--- src/rtl/soc_evt_tx_pkg.sv ---
// soc_evt_tx_pkg: shared types, widths and round-robin pick helper for the SoC event stream transmitter.
package soc_evt_tx_pkg;
  localparam int LOST_CNT_W = 16;
  localparam int EVNT_W_DEF = 8;
  localparam int MAX_SRC = 256;
  localparam int IDX_W = 8;
  typedef logic [EVNT_W_DEF-1:0] evt_id_t;
  typedef struct packed {
    logic vld;
    logic [IDX_W-1:0] idx;
  } rr_t;
  // First set bit at or after ptr among the n low bits, wrapping at n; scanned downward so the nearest wins.
  function automatic rr_t rr_pick(input logic [MAX_SRC-1:0] pend, input logic [IDX_W-1:0] ptr, input int n);
    rr_t r;
    int j;
    r = '0;
    for (int k = MAX_SRC - 1; k >= 0; k--) begin
      j = int'(ptr) + k;
      if (j >= n) j = j - n;
      if (k < n && pend[j[IDX_W-1:0]]) begin
        r.vld = 1'b1;
        r.idx = j[IDX_W-1:0];
      end
    end
    return r;
  endfunction
endpackage

--- src/rtl/soc_evt_tx_fifo.sv ---
// soc_evt_tx_fifo: synchronous FIFO with simultaneous push/pop when full and a register-backed head.
module soc_evt_tx_fifo #(
  parameter int W = 8,
  parameter int DEPTH = 4
) (
  input  logic         clk_i,
  input  logic         rst_ni,
  input  logic         push_i,
  input  logic [W-1:0] data_i,
  input  logic         pop_i,
  output logic         full_o,
  output logic         empty_o,
  output logic [W-1:0] data_o
);
  localparam int AW = $clog2(DEPTH);
  logic [W-1:0] mem [DEPTH];
  logic [AW-1:0] wr, rd;
  logic [AW:0] cnt;
  assign full_o = cnt == (AW+1)'(DEPTH);
  assign empty_o = cnt == '0;
  assign data_o = empty_o ? '0 : mem[rd];
  always_ff @(posedge clk_i) begin
    if (!rst_ni) begin
      wr <= '0;
      rd <= '0;
      cnt <= '0;
    end else begin
      if (push_i) wr <= wr + 1'b1;
      if (pop_i) rd <= rd + 1'b1;
      cnt <= cnt + (AW+1)'(push_i) - (AW+1)'(pop_i);
    end
  end
  always_ff @(posedge clk_i)
    if (push_i) mem[wr] <= data_i;
endmodule

--- src/rtl/soc_evt_stream_tx.sv ---
// soc_evt_stream_tx: captures SoC event pulses, round-robin queues their IDs and streams them via valid/ready.
// Optional saturating lost-event counter enabled by SOC_EVT_TX_LOST_CNT_EN.
module soc_evt_stream_tx
  import soc_evt_tx_pkg::*;
#(
  parameter int NB_SRC = 16,
  parameter int EVNT_WIDTH = 8,
  parameter int FIFO_DEPTH = 4,
  parameter int EVT_ID_BASE = 0
) (
  input  logic                  clk_i,
  input  logic                  rst_ni,
  input  logic [NB_SRC-1:0]     src_evt_i,
  output logic                  evt_valid_o,
  input  logic                  evt_ready_i,
  output logic [EVNT_WIDTH-1:0] evt_data_o,
  output logic [NB_SRC-1:0]     lost_o,
  input  logic                  lost_clr_i,
  output logic [LOST_CNT_W-1:0] lost_cnt_o,
  output logic                  busy_o
);
  logic [NB_SRC-1:0] pend, gnt_vec, lost_set;
  logic [MAX_SRC-1:0] pend_ext;
  logic [IDX_W-1:0] ptr;
  logic [EVNT_WIDTH-1:0] id;
  rr_t g;
  logic push, pop, full, empty;
  assign evt_valid_o = !empty;
  assign pop = evt_valid_o && evt_ready_i;
  assign busy_o = |pend || !empty;
  always_comb begin
    pend_ext = '0;
    pend_ext[NB_SRC-1:0] = pend;
    g = rr_pick(pend_ext, ptr, NB_SRC);
    push = g.vld && (!full || pop);
    for (int i = 0; i < NB_SRC; i++) gnt_vec[i] = push && g.idx == IDX_W'(i);
    lost_set = src_evt_i & pend & ~gnt_vec;
    id = EVNT_WIDTH'(EVT_ID_BASE + int'(g.idx));
  end
  // A pulse on the source being granted re-arms its pending bit rather than counting as a loss.
  always_ff @(posedge clk_i) begin
    if (!rst_ni) begin
      pend <= '0;
      ptr <= '0;
      lost_o <= '0;
    end else begin
      pend <= (pend & ~gnt_vec) | src_evt_i;
      if (push) ptr <= g.idx == IDX_W'(NB_SRC - 1) ? '0 : g.idx + 1'b1;
      lost_o <= lost_clr_i ? '0 : lost_o | lost_set;
    end
  end
  soc_evt_tx_fifo #(.W(EVNT_WIDTH), .DEPTH(FIFO_DEPTH)) u_fifo (
    .clk_i(clk_i),
    .rst_ni(rst_ni),
    .push_i(push),
    .data_i(id),
    .pop_i(pop),
    .full_o(full),
    .empty_o(empty),
    .data_o(evt_data_o)
  );
`ifdef SOC_EVT_TX_LOST_CNT_EN
  logic [LOST_CNT_W-1:0] cnt;
  logic [LOST_CNT_W:0] cnt_sum;
  always_comb begin
    cnt_sum = {1'b0, cnt};
    for (int i = 0; i < NB_SRC; i++) cnt_sum = cnt_sum + {{LOST_CNT_W{1'b0}}, lost_set[i]};
  end
  always_ff @(posedge clk_i) begin
    if (!rst_ni || lost_clr_i) cnt <= '0;
    else cnt <= cnt_sum[LOST_CNT_W] ? '1 : cnt_sum[LOST_CNT_W-1:0];
  end
  assign lost_cnt_o = cnt;
`else
  assign lost_cnt_o = '0;
`endif
endmodule

--- config.mk ---
export PLATFORM = sky130hd
export DESIGN_NAME = soc_evt_stream_tx
export DESIGN_NICKNAME = d
export VERILOG_FILES = /design/src/rtl/soc_evt_tx_pkg.sv /design/src/rtl/soc_evt_tx_fifo.sv /design/src/rtl/soc_evt_stream_tx.sv
export SDC_FILE = /design/constraint.sdc
export NUM_CORES = 1
export LEC_CHECK = 0
export CAP_MARGIN = 20
export CORE_MARGIN = 3
export CORE_UTILIZATION = 45
export CTS_CLUSTER_DIAMETER = 50
export DETAILED_ROUTE_END_ITERATION = 10
export PLACE_DENSITY_LB_ADDON = 0.25
export SKIP_CTS_REPAIR_TIMING = 1
export SLEW_MARGIN = 20
export SYNTH_ARGS = -nofsm -noshare
export SYNTH_HDL_FRONTEND = slang
export SYNTH_HIERARCHICAL = 1
export SYNTH_SLANG_ARGS = --single-unit
export TNS_END_PERCENT = 100
--- constraint.sdc ---
create_clock -name clk_i -period 12.95 [get_ports clk_i]
set_input_delay 1.9425 -clock clk_i [delete_from_list [all_inputs] [get_ports clk_i]]
set_output_delay 1.9425 -clock clk_i [all_outputs]
set_load 0.05 [all_outputs]
# After elaboration in Yosys (flattened, before gate mapping)
# Memory sizes are Yosys's and may differ from the RTL's. A register that Yosys moved wholly into a read port is not among the register bits.
# Cells that the tools add are included.
[word_totals]
ff_bits = 47
ramBits = 32
input_bits = 20
output_inout_bits = 42
word_cells = 194
mem_count = 1
[classes]
add_sub_neg = 36
magnitude_cmp = 32
eq_ne = 16
muxes = 70
bitwise = 7
reduce_logical = 26
[mem_list]
columns = ["name", "depth", "word_bits", "rd", "rd_clocked_by_memory_dff", "write_ports", "line_no", "source"]
rows = [
  ["u_fifo.mem", 4, 8, 1, 1, 1, "soc_evt_tx_fifo.sv:16", "logic [W-1:0] mem [DEPTH];"],
]
[ops]
columns = ["cell", "count"]
rows = [
  ["$lt A8 B9 Y1 const B", 16],
  ["$mux W8", 18],
  ["$mux W9", 16],
  ["$ge A9 B5 Y1 const B", 15],
  ["$bmux W1 S8", 16],
  ["$sub A8 B5 Y8 const B", 16],
  ["$add A8 B4 Y9 const B", 8],
  ["$eq A8 B4 Y1 const B", 8],
  ["$and A16 B16 Y16", 3],
  ["$add A8 B3 Y9 const B", 4],
  ["$eq A8 B3 Y1 const B", 4],
  ["$or A16 B16 Y16", 2],
  ["$add A8 B2 Y9 const B", 2],
  ["$logic_and A1 B1 Y1", 18],
  ["$mux W1", 18],
  ["$eq A8 B2 Y1 const B", 2],
  ["$not A16 Y16", 1],
  ["$reduce_or A16 Y1", 1],
  ["$add A8 B1 Y9 const B", 1],
  ["$add A8 B1 Y8 const B", 1],
  ["$eq A8 B1 Y1 const B", 1],
  ["$ge A8 B5 Y1 const B", 1],
  ["$logic_not A8 Y1", 1],
  ["$add A2 B1 Y2 const B", 2],
  ["9 further kinds", 12],
]

# Logic depth before layout (Yosys ltp)
# Gate-level depths: netlist (run 1).
[depth]
ltp_word = 26
ltp_mapped = 26
depth_no_buf = 20

# By module
# Netlist (run 1), hierarchy kept.
[by_module_without_submodules]
columns = ["module", "n_inst", "cells_each", "area_each_um2", "seq_area_each_um2"]
rows = [
  ["soc_evt_stream_tx", 1, 852, 6826.5, 800.8],
  ["soc_evt_tx_fifo", 1, 95, 1657.8, 1141.1],
]

# Least setup slack after synthesis (run 1)
# OpenSTA, ideal clock, no wires.
[synth_timing]
path_type = "reg2reg"
start = "register ptr[1]"
end = "register u_fifo.cnt[2]"
setup_ns = 0.117
t_arrival_ns = 4.869
required_time_ns = 12.833
setup_slack_ns = 7.964
stages_incl_launch_ff = 25
path_buffers = 6
synth_period_minus_slack_ns = 4.986
cell_sequence = "dfxtp_1 buf_6 buf_12 buf_8 buf_2 inv_1 ha_1 buf_2 nor2b_1 nor3_1 nor2_1 inv_1 ha_1 xnor3_1 a22oi_1 nor3_1 or4_4 nor3b_1 a22o_1 inv_1 clkbuf_1 ha_1 fa_1 xor3_1 nor2_1"
[synth_via]
elab_chain_cells = 24
elab_cells_between_ends = 114
classes_between = "33 x add/sub; 16 x order compare; 64 x mux; 1 x reduce/logical"
[synth_lines]
columns = ["item", "line_no", "source"]
rows = [
  ["from (decl)", "soc_evt_stream_tx.sv:24", "logic [IDX_W-1:0] ptr;"],
  ["from (signal assigned)", "soc_evt_stream_tx.sv:48", "if (push) ptr <= g.idx == IDX_W'(NB_SRC - 1) ? '0 : g.idx + 1'b1;"],
  ["$add A8 B4 Y9", "soc_evt_tx_pkg.sv:18", "j = int'(ptr) + k;"],
  ["$sub A8 B5 Y8 / $ge A9 B5 Y1 (equally long branches)", "soc_evt_tx_pkg.sv:19", "if (j >= n) j = j - n;"],
  ["$mux W8", "soc_evt_tx_pkg.sv:19", ""],
  ["$bmux W1 S8", "soc_evt_tx_pkg.sv:20", "if (k < n && pend[j[IDX_W-1:0]]) begin"],
  ["$mux W1 (implied by the code)", "soc_evt_tx_pkg.sv:20", ""],
  ["$mux W9 (15 in a row)", "soc_evt_tx_pkg.sv:20", ""],
  ["$mux W9 (*)", "soc_evt_tx_pkg.sv:20", ""],
  ["$logic_and A1 B1 Y1 (*)", "soc_evt_stream_tx.sv:35", "push = g.vld && (!full || pop);"],
  ["net push", "soc_evt_stream_tx.sv:27", "logic push, pop, full, empty;"],
  ["$add A3 B1 Y3 (*)", "soc_evt_tx_fifo.sv:30", "cnt <= cnt + (AW+1)'(push_i) - (AW+1)'(pop_i);"],
  ["$sub A3 B1 Y3 (*)", "soc_evt_tx_fifo.sv:30", ""],
  ["to (signal assigned)", "soc_evt_tx_fifo.sv:30", ""],
  ["to (decl)", "soc_evt_tx_fifo.sv:18", "logic [AW:0] cnt;"],
]
# The timed path passes the listed nets; every way through them passes the cells marked *. The select of a mux whose other input is x is not followed.
# A chain may end at the register's enable or synchronous reset.

# Final worst setup path (run 1)
[layout_timing]
start = "register ptr[0]"
end = "register lost_o[5]"
[layout_via]
elab_chain_cells = 26
elab_cells_between_ends = 117
classes_between = "31 x add/sub; 16 x order compare; 1 x eq/ne; 64 x mux; 3 x bitwise; 2 x reduce/logical"
[layout_lines]
columns = ["item", "line_no", "source"]
rows = [
  ["$add A8 B4 Y9", "soc_evt_tx_pkg.sv:18", ""],
  ["$sub A8 B5 Y8 / $ge A9 B5 Y1 (equally long branches)", "soc_evt_tx_pkg.sv:19", ""],
  ["$mux W8", "soc_evt_tx_pkg.sv:19", ""],
  ["$bmux W1 S8", "soc_evt_tx_pkg.sv:20", ""],
  ["$mux W1 (implied by the code)", "soc_evt_tx_pkg.sv:20", ""],
  ["$mux W9 (15 in a row)", "soc_evt_tx_pkg.sv:20", ""],
  ["$mux W9 (*)", "soc_evt_tx_pkg.sv:20", ""],
  ["$eq A8 B3 Y1 / $logic_and A1 B1 Y1 (equally long branches)", "soc_evt_stream_tx.sv:36, soc_evt_stream_tx.sv:35", ""],
  ["$logic_and A1 B1 Y1 (*)", "soc_evt_stream_tx.sv:36", "for (int i = 0; i < NB_SRC; i++) gnt_vec[i] = push && g.idx == IDX_W'(i);"],
  ["$not A16 Y16 (*)", "soc_evt_stream_tx.sv:37", "lost_set = src_evt_i & pend & ~gnt_vec;"],
  ["$and A16 B16 Y16 (*)", "soc_evt_stream_tx.sv:37", ""],
  ["$or A16 B16 Y16 (*)", "soc_evt_stream_tx.sv:49", "lost_o <= lost_clr_i ? '0 : lost_o | lost_set;"],
  ["to (signal assigned)", "soc_evt_stream_tx.sv:49", ""],
  ["to (decl)", "soc_evt_stream_tx.sv:17", "output logic [NB_SRC-1:0] lost_o,"],
]
# Every way passes the cells marked *; elsewhere a longest branch is shown, timed or not. The select of a mux whose other input is x is not followed.

==> results of run 1 <==
registers in the layout (all words and copies together), names as in the netlist, named ones only:
name,flops
ptr,8
pend,16
u_fifo/cnt,3
u_fifo/wr,2
u_fifo/rd,2
lost_o,16
u_fifo/mem,32
worst max-delay path by stage:
stage | start | end | slack [ns]
floorplan | ptr[1] | u_fifo/cnt[2] | 7.96
global placement | ptr[0] | lost_o[5] | 7.06
detailed placement | ptr[0] | u_fifo/cnt[2] | 7.11
CTS | ptr[0] | u_fifo/cnt[2] | 7.08
global route | ptr[0] | lost_o[5] | 6.55
finish | ptr[0] | lost_o[5] | 6.92
worst max-delay path: cells and delay by family (launching register included):
family,cells,cell delay (ns)
compound gates,5,1.52
buf+inv,3,1.21
fa+ha+maj,1,1.01
mux,4,0.94
simple gates,2,0.88
flops,1,0.31
cell usage in the layout, fill, tap and decap left out, types with 9 or more instances in the layout:
master | synthesis | layout
nand2_1 | 66 | 66
xnor2_1 | 56 | 56
nor2_1 | 50 | 49
ha_1 | 49 | 49
dfxtp_1 | 49 | 49
inv_1 | 48 | 48
clkdlybuf4s50_1 | 0 | 45
o21ai_0 | 33 | 33
conb_1 | 1 | 32
edfxtp_1 | 32 | 32
mux2i_1 | 31 | 31
and2_1 | 27 | 27
mux4_2 | 26 | 26
nand3_1 | 26 | 26
a21oi_1 | 25 | 25
nor3_1 | 22 | 22
a22o_1 | 19 | 19
nand4_1 | 17 | 17
mux2_2 | 15 | 15
buf_4 | 21 | 14
a211oi_1 | 13 | 13
and3_1 | 13 | 13
nor4_1 | 12 | 12
nand2b_1 | 12 | 12
a31oi_1 | 11 | 11
a21o_1 | 11 | 11
xor2_1 | 10 | 10
o21ai_1 | 10 | 10
nor2b_1 | 9 | 9
clkbuf_16 | 0 | 9
metal layers:
| layer | track usage [%] | vias up | wire [um] |
|---|---|---|---|
| li1 | - | 3523 | - |
| met1 | 34.7 | 3550 | 11200 |
| met2 | 35.8 | 318 | 10800 |
| met3 | 3.99 | 40 | 1650 |
| met4 | 5.25 | 0 | 494 |
| met5 | 0 | - | 0 |
cell families (layout without fill, tap and decap cells):
kind of cell,Yosys count,count (layout)
compound gates,225,225
xor+xnor,71,71
fa+ha+maj,50,50
buf+inv,135,127
flops,81,81
mux,79,79
other cells,1,32
simple gates,305,305
layout make-up:
| class | instances | area (um2) |
|---|---|---|
| clock inverter | 7 | 52.6 |
| inverter | 52 | 195 |
| multi-input combinational | 762 | 5990 |
| clock buffer | 9 | 225 |
| timing repair buffer | 59 | 556 |
| sequential | 81 | 1940 |
| tap | 229 | 287 |
| fill | 1691 | 9020 |
through the flow:
stage	hold WS, ns	std cells	worst slack [ns]
finish	0.449	1199	6.92
global route	0.470	1199	6.55
CTS	0.454	1199	7.08
detailed placement	0.440	1183	7.11
global placement	0.443	1183	7.06
floorplan	0.491	978	7.96
==> impl_metrics.ini, run 1 <==
[worst_setup_path]
cp-end-kind = flip-flop
cp.arrival_ns = 6.23
path_max_fanout = 33
critPathKind = flip-flop to flip-flop
crit_chain = buf_4 -> inv_1 -> ha_1 -> mux2i_1 -> mux2_2 -> mux2i_1 -> mux2i_1 -> or2_0 -> o311a_1 -> o31ai_1 -> o21a_1 -> o21a_1 -> inv_1 -> nor4_1 -> o21ai_0
cp.required_ns = 13.15
ff2ff_setup_slack_ns = 6.92
rr_worst_depth = 15
slowest_stage = ha_1
r2r-end = lost_o[5]
crit_top_cell = mux2i_1
critPathLaunchType = flip-flop
reg2reg_from = ptr[0]
critPathMaxStageDelay_ns = 1.01

[sta]
hold_viol_final = 0
fin_skew_ns = 0.00657
rsz0062_at_grt = no
fin_crit_ns = 6.03
fmaxAchievable_mhz = 166
slew_viol_final = 0
tns_ns = 0
max-slew-margin-rel_pct = 36.2
min_period_over_period_pct = 46.6
worst_pin_slew_ns = 0.950
setup_violations = 0

[clocking]
clkTransAtPathRegs_ns = 0.06
clockBufferDepth = 2
clock_latency_ns = 0.33
cts_tree = yes
clockRootBuffer = clkbuf_16
cts_inserted_buffers = 9
cts_sinks = 81
htreeDepth = 3

[routing]
drc = 0
viasPerCell = 6.20
first_pass_iters = 5
num_vias = 7431
routedWlPerCell_um = 20.2
drtIter0Drc = 842
drt_wl_total_mm = 24.2
ant_nets = 0

[yosys]
synthMostInstantiatedCell = nand2_1
syn-instance-count = 947
synth_top_family_by_area = compound AO/OA/AOI/OAI gates
synth_xor_area_share_pct = 8.01
yosys_most_used_dff = dfxtp_1
yosysTopAreaCell = dfxtp_1
synth_cell_type_count = 98
ys_ff_latch = 81
synth_mux_area_share_pct = 14.2
synth_enable_flop_cells = 32
synth_top_area_share_pct = 11.6
synthAdderAreaFrac_pct = 7.46
avgSynthCellArea_um2 = 8.96
yosysWarnings = 6
synth.yosys.seq_area_share_pct = 22.9
synth_compound_area_share_pct = 19.8
synth.area.top_cells = dfxtp_1, edfxtp_1, ha_1
async_flop_share_pct = 0
syn_area_mm2 = 0.00848
synthTopCellsByCount = nand2_1, xnor2_1, nor2_1
synth-simple-area-share_pct = 19.6

[place]
hpwl_mm = 17.7
place.port_buffers = 45
finalWeightedCongestion = 1.03
post_dp_cell_area_mm2 = 0.00897

[final_layout]
design_area_mm2 = 0.00925
area_growth_pct = 9.01
drive_above_1_share_pct = 10.7
num_antenna_cells = 0
final_util_pct = 50.6
fin_nets = 1035

[hold_path]
hold_end = lost_o[2]
hold_path_startpoint = lost_o[2]
hold_path_class = flip-flop to flip-flop
holdPathStages = 2

[die]
rows = 49
die-height_um = 143
dieArea_mm2 = 0.0205
initial_core_util_pct = 46.4
io_pins = 62
core_area_mm2 = 0.0183
die_x_um = 143

[grt]
antenna_found_initial = 0
grt_max_degree = 45
overflow = 0
grt_pass1_vias = 6612
grt_pass1_wl_mm = 38.0
grt_usage_pct = 23.4

[job]
cap_violations = 0

[run_status]
status = finished clean
Power of run 1 is left out: the tool's default activity adds up to more than one toggle a clock period on the data nets, which glitch-free logic cannot reach.
==> run 2, diff against run 1 <==
==> constraint.sdc (replaced) <==
create_clock -name clk_i -period 5.6 [get_ports clk_i]
set_input_delay 0.84 -clock clk_i [delete_from_list [all_inputs] [get_ports clk_i]]
set_output_delay 0.84 -clock clk_i [all_outputs]
set_load 0.05 [all_outputs]
==> run 2 against run 1 <==
Net effect: fmax up 11%; worst setup slack lost 6.7 ns; via count up 2.2%; cell count rose by 2.9%.
==> impl_metrics.ini, run 2 (synthesis gave the netlist of run 1 again) <==
[die]
initial_core_util_pct = 46.4
die-height_um = 143
rows = 49
io_pins = 62
core_area_mm2 = 0.0183
die_x_um = 143
dieArea_mm2 = 0.0205

[routing]
num_vias = 7598
viasPerCell = 6.16
ant_nets = 0
drt_wl_total_mm = 24.8
routedWlPerCell_um = 20.1
first_pass_iters = 5
drc = 0
drtIter0Drc = 867

[worst_setup_path]
cp_num_buf_inv = 2
slowest_stage = a2111oi_0
critPathTopFamily = compound AO/OA/AOI/OAI gates
cp.arrival_ns = 5.63
path_max_fanout = 12
crit_start = ptr[4]
critPathKind = flip-flop to flip-flop
cp.required_ns = 5.80
reg2reg_from = ptr[4]
cp-end-kind = flip-flop
crit_chain = ha_1 -> buf_4 -> a21oi_1 -> xnor2_1 -> ha_1 -> mux2i_1 -> o21ai_0 -> o21ba_2 -> nand4_1 -> nor3_1 -> buf_4 -> mux2_2 -> a2111oi_0 -> o2111ai_1 -> and2_4 -> or4_1 -> a311oi_1
critPathMaxStageDelay_ns = 0.57
critPathLaunchType = flip-flop

[sta]
hold_viol_final = 0
tns_ns = 0
max-slew-margin-rel_pct = 35.8
min_period_over_period_pct = 96.9
rsz0062_at_grt = no
worst_pin_slew_ns = 0.955
fin_crit_ns = 5.43
slew_viol_final = 0
finalWorstSetupSlack_ns = 0.171
setup_violations = 0
fin_skew_ns = 0.00622
fmaxAchievable_mhz = 184

[job]
cap_violations = 0

[clocking]
clkTransAtPathRegs_ns = 0.06
cts_tree = yes
cts_sinks = 81
htreeDepth = 3
clockBufferDepth = 2
clockRootBuffer = clkbuf_16
cts_inserted_buffers = 9
clock_latency_ns = 0.33

[final_layout]
multi_input_area_mm2 = 0.00599
num_antenna_cells = 0
regMostFlops = u_fifo/mem
mostFrequentLayoutCells = nand2_1, xnor2_1, nor2_1, ha_1, dfxtp_1
fin_nets = 1070
largest_reg_flops = 32
reg_top3 = u_fifo/mem (32), lost_o (16), pend (16)
fillers = 1705
layout_commonest_cell = nand2_1
drive_above_1_share_pct = 13.4
regArea_mm2 = 0.00194
area_growth_pct = 11.9

[grt]
met3_usage_pct = 2.83
grt_usage_pct = 24.3
grt_max_degree = 41
antenna_found_initial = 0
grt_pass1_vias = 6990
met2_usage_pct = 37.8
grt_pass1_wl_mm = 39.4
overflow = 0
grt-busiest-layer = met2
grtUsageMet1_pct = 36.5

[place]
finalWeightedCongestion = 0.975
dp_slack_ns = 0.243
hpwl_mm = 18.8
place.port_buffers = 45

[run_status]
status = finished clean

[hold_path]
hold_path_startpoint = lost_o[0]
hold_path_class = flip-flop to flip-flop
[run 2: worst paths after layout]
check	end	slack, ns	cells after the start
worst max register to register	ptr[3]	0.17	17
worst max-delay path	ptr[3]	0.17	17
worst min-delay path	lost_o[0]	0.46	2
worst min register to register	lost_o[0]	0.46	2
[run 2: worst min-delay path, stage by stage, from the launching register on]
cell and delay, ns:
dfxtp_1 0.32, nand2_1 0.05, o21ai_1 0.05
[run 2: metal layers]
| metal | wire length, um | vias to the layer above |
|---|---|---|
| met3 | 1550 | 32 |
| met4 | 422 | 0 |
| met5 | 0 | - |
| li1 | - | 3600 |
| met2 | 11300 | 308 |
| met1 | 11500 | 3658 |
[run 2: stage by stage]
| stage | instances | hold slack [ns] | util, % | instance area [um2] |
|---|---|---|---|---|
| after global placement | 1214 | 0.441 | 50.3 | 9200 |
| final | 1234 | 0.457 | 52.0 | 9500 |
| after CTS | 1231 | 0.453 | 51.8 | 9470 |
| after global routing | 1234 | 0.475 | 52.0 | 9500 |
| after floorplan | 978 | 0.491 | - | 8600 |
| after detailed placement | 1215 | 0.442 | 50.4 | 9210 |
[run 2: layout make-up]
class                           count  share of cell area, %
Tap cell                          229                   3.02
Multi-Input combinational cell    762                   63.0
Clock buffer                       11                   2.45
Clock inverter                      5                  0.250
Timing Repair Buffer               94                   8.70
Inverter                           52                   2.09
Sequential cell                    81                   20.4
Power of run 2 is left out for the same reason.
==> run 3, diff against run 2 <==
--- a/config.mk
+++ b/config.mk
@@ -15,6 +15,5 @@
 export SLEW_MARGIN = 20
 export SYNTH_ARGS = -nofsm -noshare
 export SYNTH_HDL_FRONTEND = slang
-export SYNTH_HIERARCHICAL = 1
 export SYNTH_SLANG_ARGS = --single-unit
 export TNS_END_PERCENT = 100
==> run 3 against run 2 <==
Net effect: area after synthesis decreased by 0.75%; wire length up 0.95%; clock skew down 0.00068 ns; non-clock buffer count down 22; flip-flop and latch count stayed put; final area is 2.1% lower; synthesized cell count is 1.3% higher; critical path type unchanged; largest cell class unchanged.
==> impl_metrics.ini, run 3 <==
[routing]
drc = 0
num_vias = 7821
routedWlPerCell_um = 20.4
ant_nets = 0
drt_wl_total_mm = 25.1
viasPerCell = 6.38
drtIter0Drc = 978
first_pass_iters = 5

[clocking]
cts_sinks = 81
cts_tree = yes
cts_inserted_buffers = 9
clockBufferDepth = 2
htreeDepth = 3
clockRootBuffer = clkbuf_16
clkTransAtPathRegs_ns = 0.07
clock_latency_ns = 0.34

[worst_setup_path]
cp-end-kind = flip-flop
critPathKind = flip-flop to flip-flop
cp.arrival_ns = 5.46
path_max_fanout = 13
critPathLaunchType = flip-flop
cp.required_ns = 5.80

[die]
rows = 49
initial_core_util_pct = 46.4
die-height_um = 143
io_pins = 62
dieArea_mm2 = 0.0204
core_area_mm2 = 0.0181
die_x_um = 143

[sta]
worst_pin_slew_ns = 0.943
setup_violations = 0
slew_viol_final = 0
fin_skew_ns = 0.00554
rsz0062_at_grt = no
tns_ns = 0
min_period_over_period_pct = 94.1
fin_crit_ns = 5.27
max-slew-margin-rel_pct = 36.9
hold_viol_final = 0
fmaxAchievable_mhz = 190

[grt]
grt_pass1_wl_mm = 40.0
overflow = 0
antenna_found_initial = 0
grt_usage_pct = 24.3
grt_max_degree = 42
grt_pass1_vias = 7172

[yosys]
synth_compound_area_share_pct = 22.4
synth_top_area_share_pct = 11.6
synthMostInstantiatedCell = nand2_1
synthAdderAreaFrac_pct = 7.67
synth_xor_area_share_pct = 7.33
synth.yosys.seq_area_share_pct = 23.1
synth_top_family_by_area = compound AO/OA/AOI/OAI gates
synth.area.top_cells = dfxtp_1, edfxtp_1, mux4_2
avgSynthCellArea_um2 = 8.78
synthTopCellsByCount = nand2_1, a21oi_1, nor2_1
synth_enable_flop_cells = 32
async_flop_share_pct = 0
yosys_most_used_dff = dfxtp_1
synth_mux_area_share_pct = 12.1
yosysTopAreaCell = dfxtp_1
ys_ff_latch = 81
syn_area_mm2 = 0.00842
yosysWarnings = 0
synth_cell_type_count = 95
synth-simple-area-share_pct = 19.7
syn-instance-count = 959

[final_layout]
reg_top3 = u_fifo.mem (32), lost_o (16), pend (16)
fin_nets = 1063
area_growth_pct = 10.4
layout_commonest_cell = nand2_1
largest_reg_flops = 32
num_antenna_cells = 0
drive_above_1_share_pct = 12.5
design_area_mm2 = 0.00929
regMostFlops = u_fifo.mem
mostFrequentLayoutCells = nand2_1, a21oi_1, nor2_1

[job]
cap_violations = 0

[hold_path]
hold_path_class = flip-flop to flip-flop

[place]
hpwl_mm = 18.4
finalWeightedCongestion = 0.938
place.port_buffers = 45
post_dp_cell_area_mm2 = 0.00900

[run_status]
status = finished clean
## run 3: cell count changes after synthesis, sizes merged, moves of 12 or more
cell,before,now
mux2i,32,15
a21oi,26,63
a22o,19,0
mux2,17,5
nor3,22,40
nor2b,9,21
a211o,2,17
## run 3: cells by family after synthesis
family          Yosys count
simple gates            314
flops                    81
xor+xnor                 68
fa+ha+maj                51
compound gates          263
mux                      56
other cells               1
buf+inv                 125
## run 3: critical path, cell delays in order (launching register included)
cell      delay, ns
dfxtp_1        0.51
inv_2          0.22
ha_1           0.28
a21boi_0       0.52
xnor2_1        0.21
ha_1           0.28
nor3b_1        0.15
o21bai_1       0.24
a211oi_1       0.11
a311oi_1       0.50
or3_1          0.35
a311oi_1       0.15
nor4b_1        0.55
o31ai_4        0.22
buf_4          0.23
nor3_1         0.45
a21oi_1        0.15
## run 3: per-stage QoR
stage	utilization (%)	worst slack [ns]	hold slack, ns	std cells
after global routing	51.2	0.0365	0.484	1226
after detailed placement	49.6	0.603	0.453	1210
after CTS	51.2	0.534	0.468	1226
after floorplan	-	0.737	0.485	990
after global placement	49.6	0.672	0.451	1210
final	51.2	0.333	0.463	1226
## run 3: path summary, 6_finish.rpt
kind	startpoint	endpoint	slack [ns]	cells after the start
hold / removal	lost_o[14]	lost_o[14]	0.46	1
setup reg to reg	ptr[3]	pend[13]	0.33	16
setup / recovery	ptr[3]	pend[13]	0.33	16
hold reg to reg	lost_o[14]	lost_o[14]	0.46	1
## run 3: layout make-up
class	count	area, um2
clock buffers	9	225
well taps	229	287
fillers	1738	8850
repair buffers	72	653
flip-flops and latches	81	1940
inverters	44	165
clock inverters	7	66.3
multi-input cells	784	5950
## run 3: metal layers
metal / global-route usage [%] / up-vias / wire (um)
li1: - / 3622 / -
met1: 35.1 / 3708 / 11000
met2: 37.8 / 430 / 11300
met3: 4.19 / 61 / 2150
met4: 6.45 / 0 / 585
met5: 0 / - / 0
Power of run 3 is left out for the same reason.
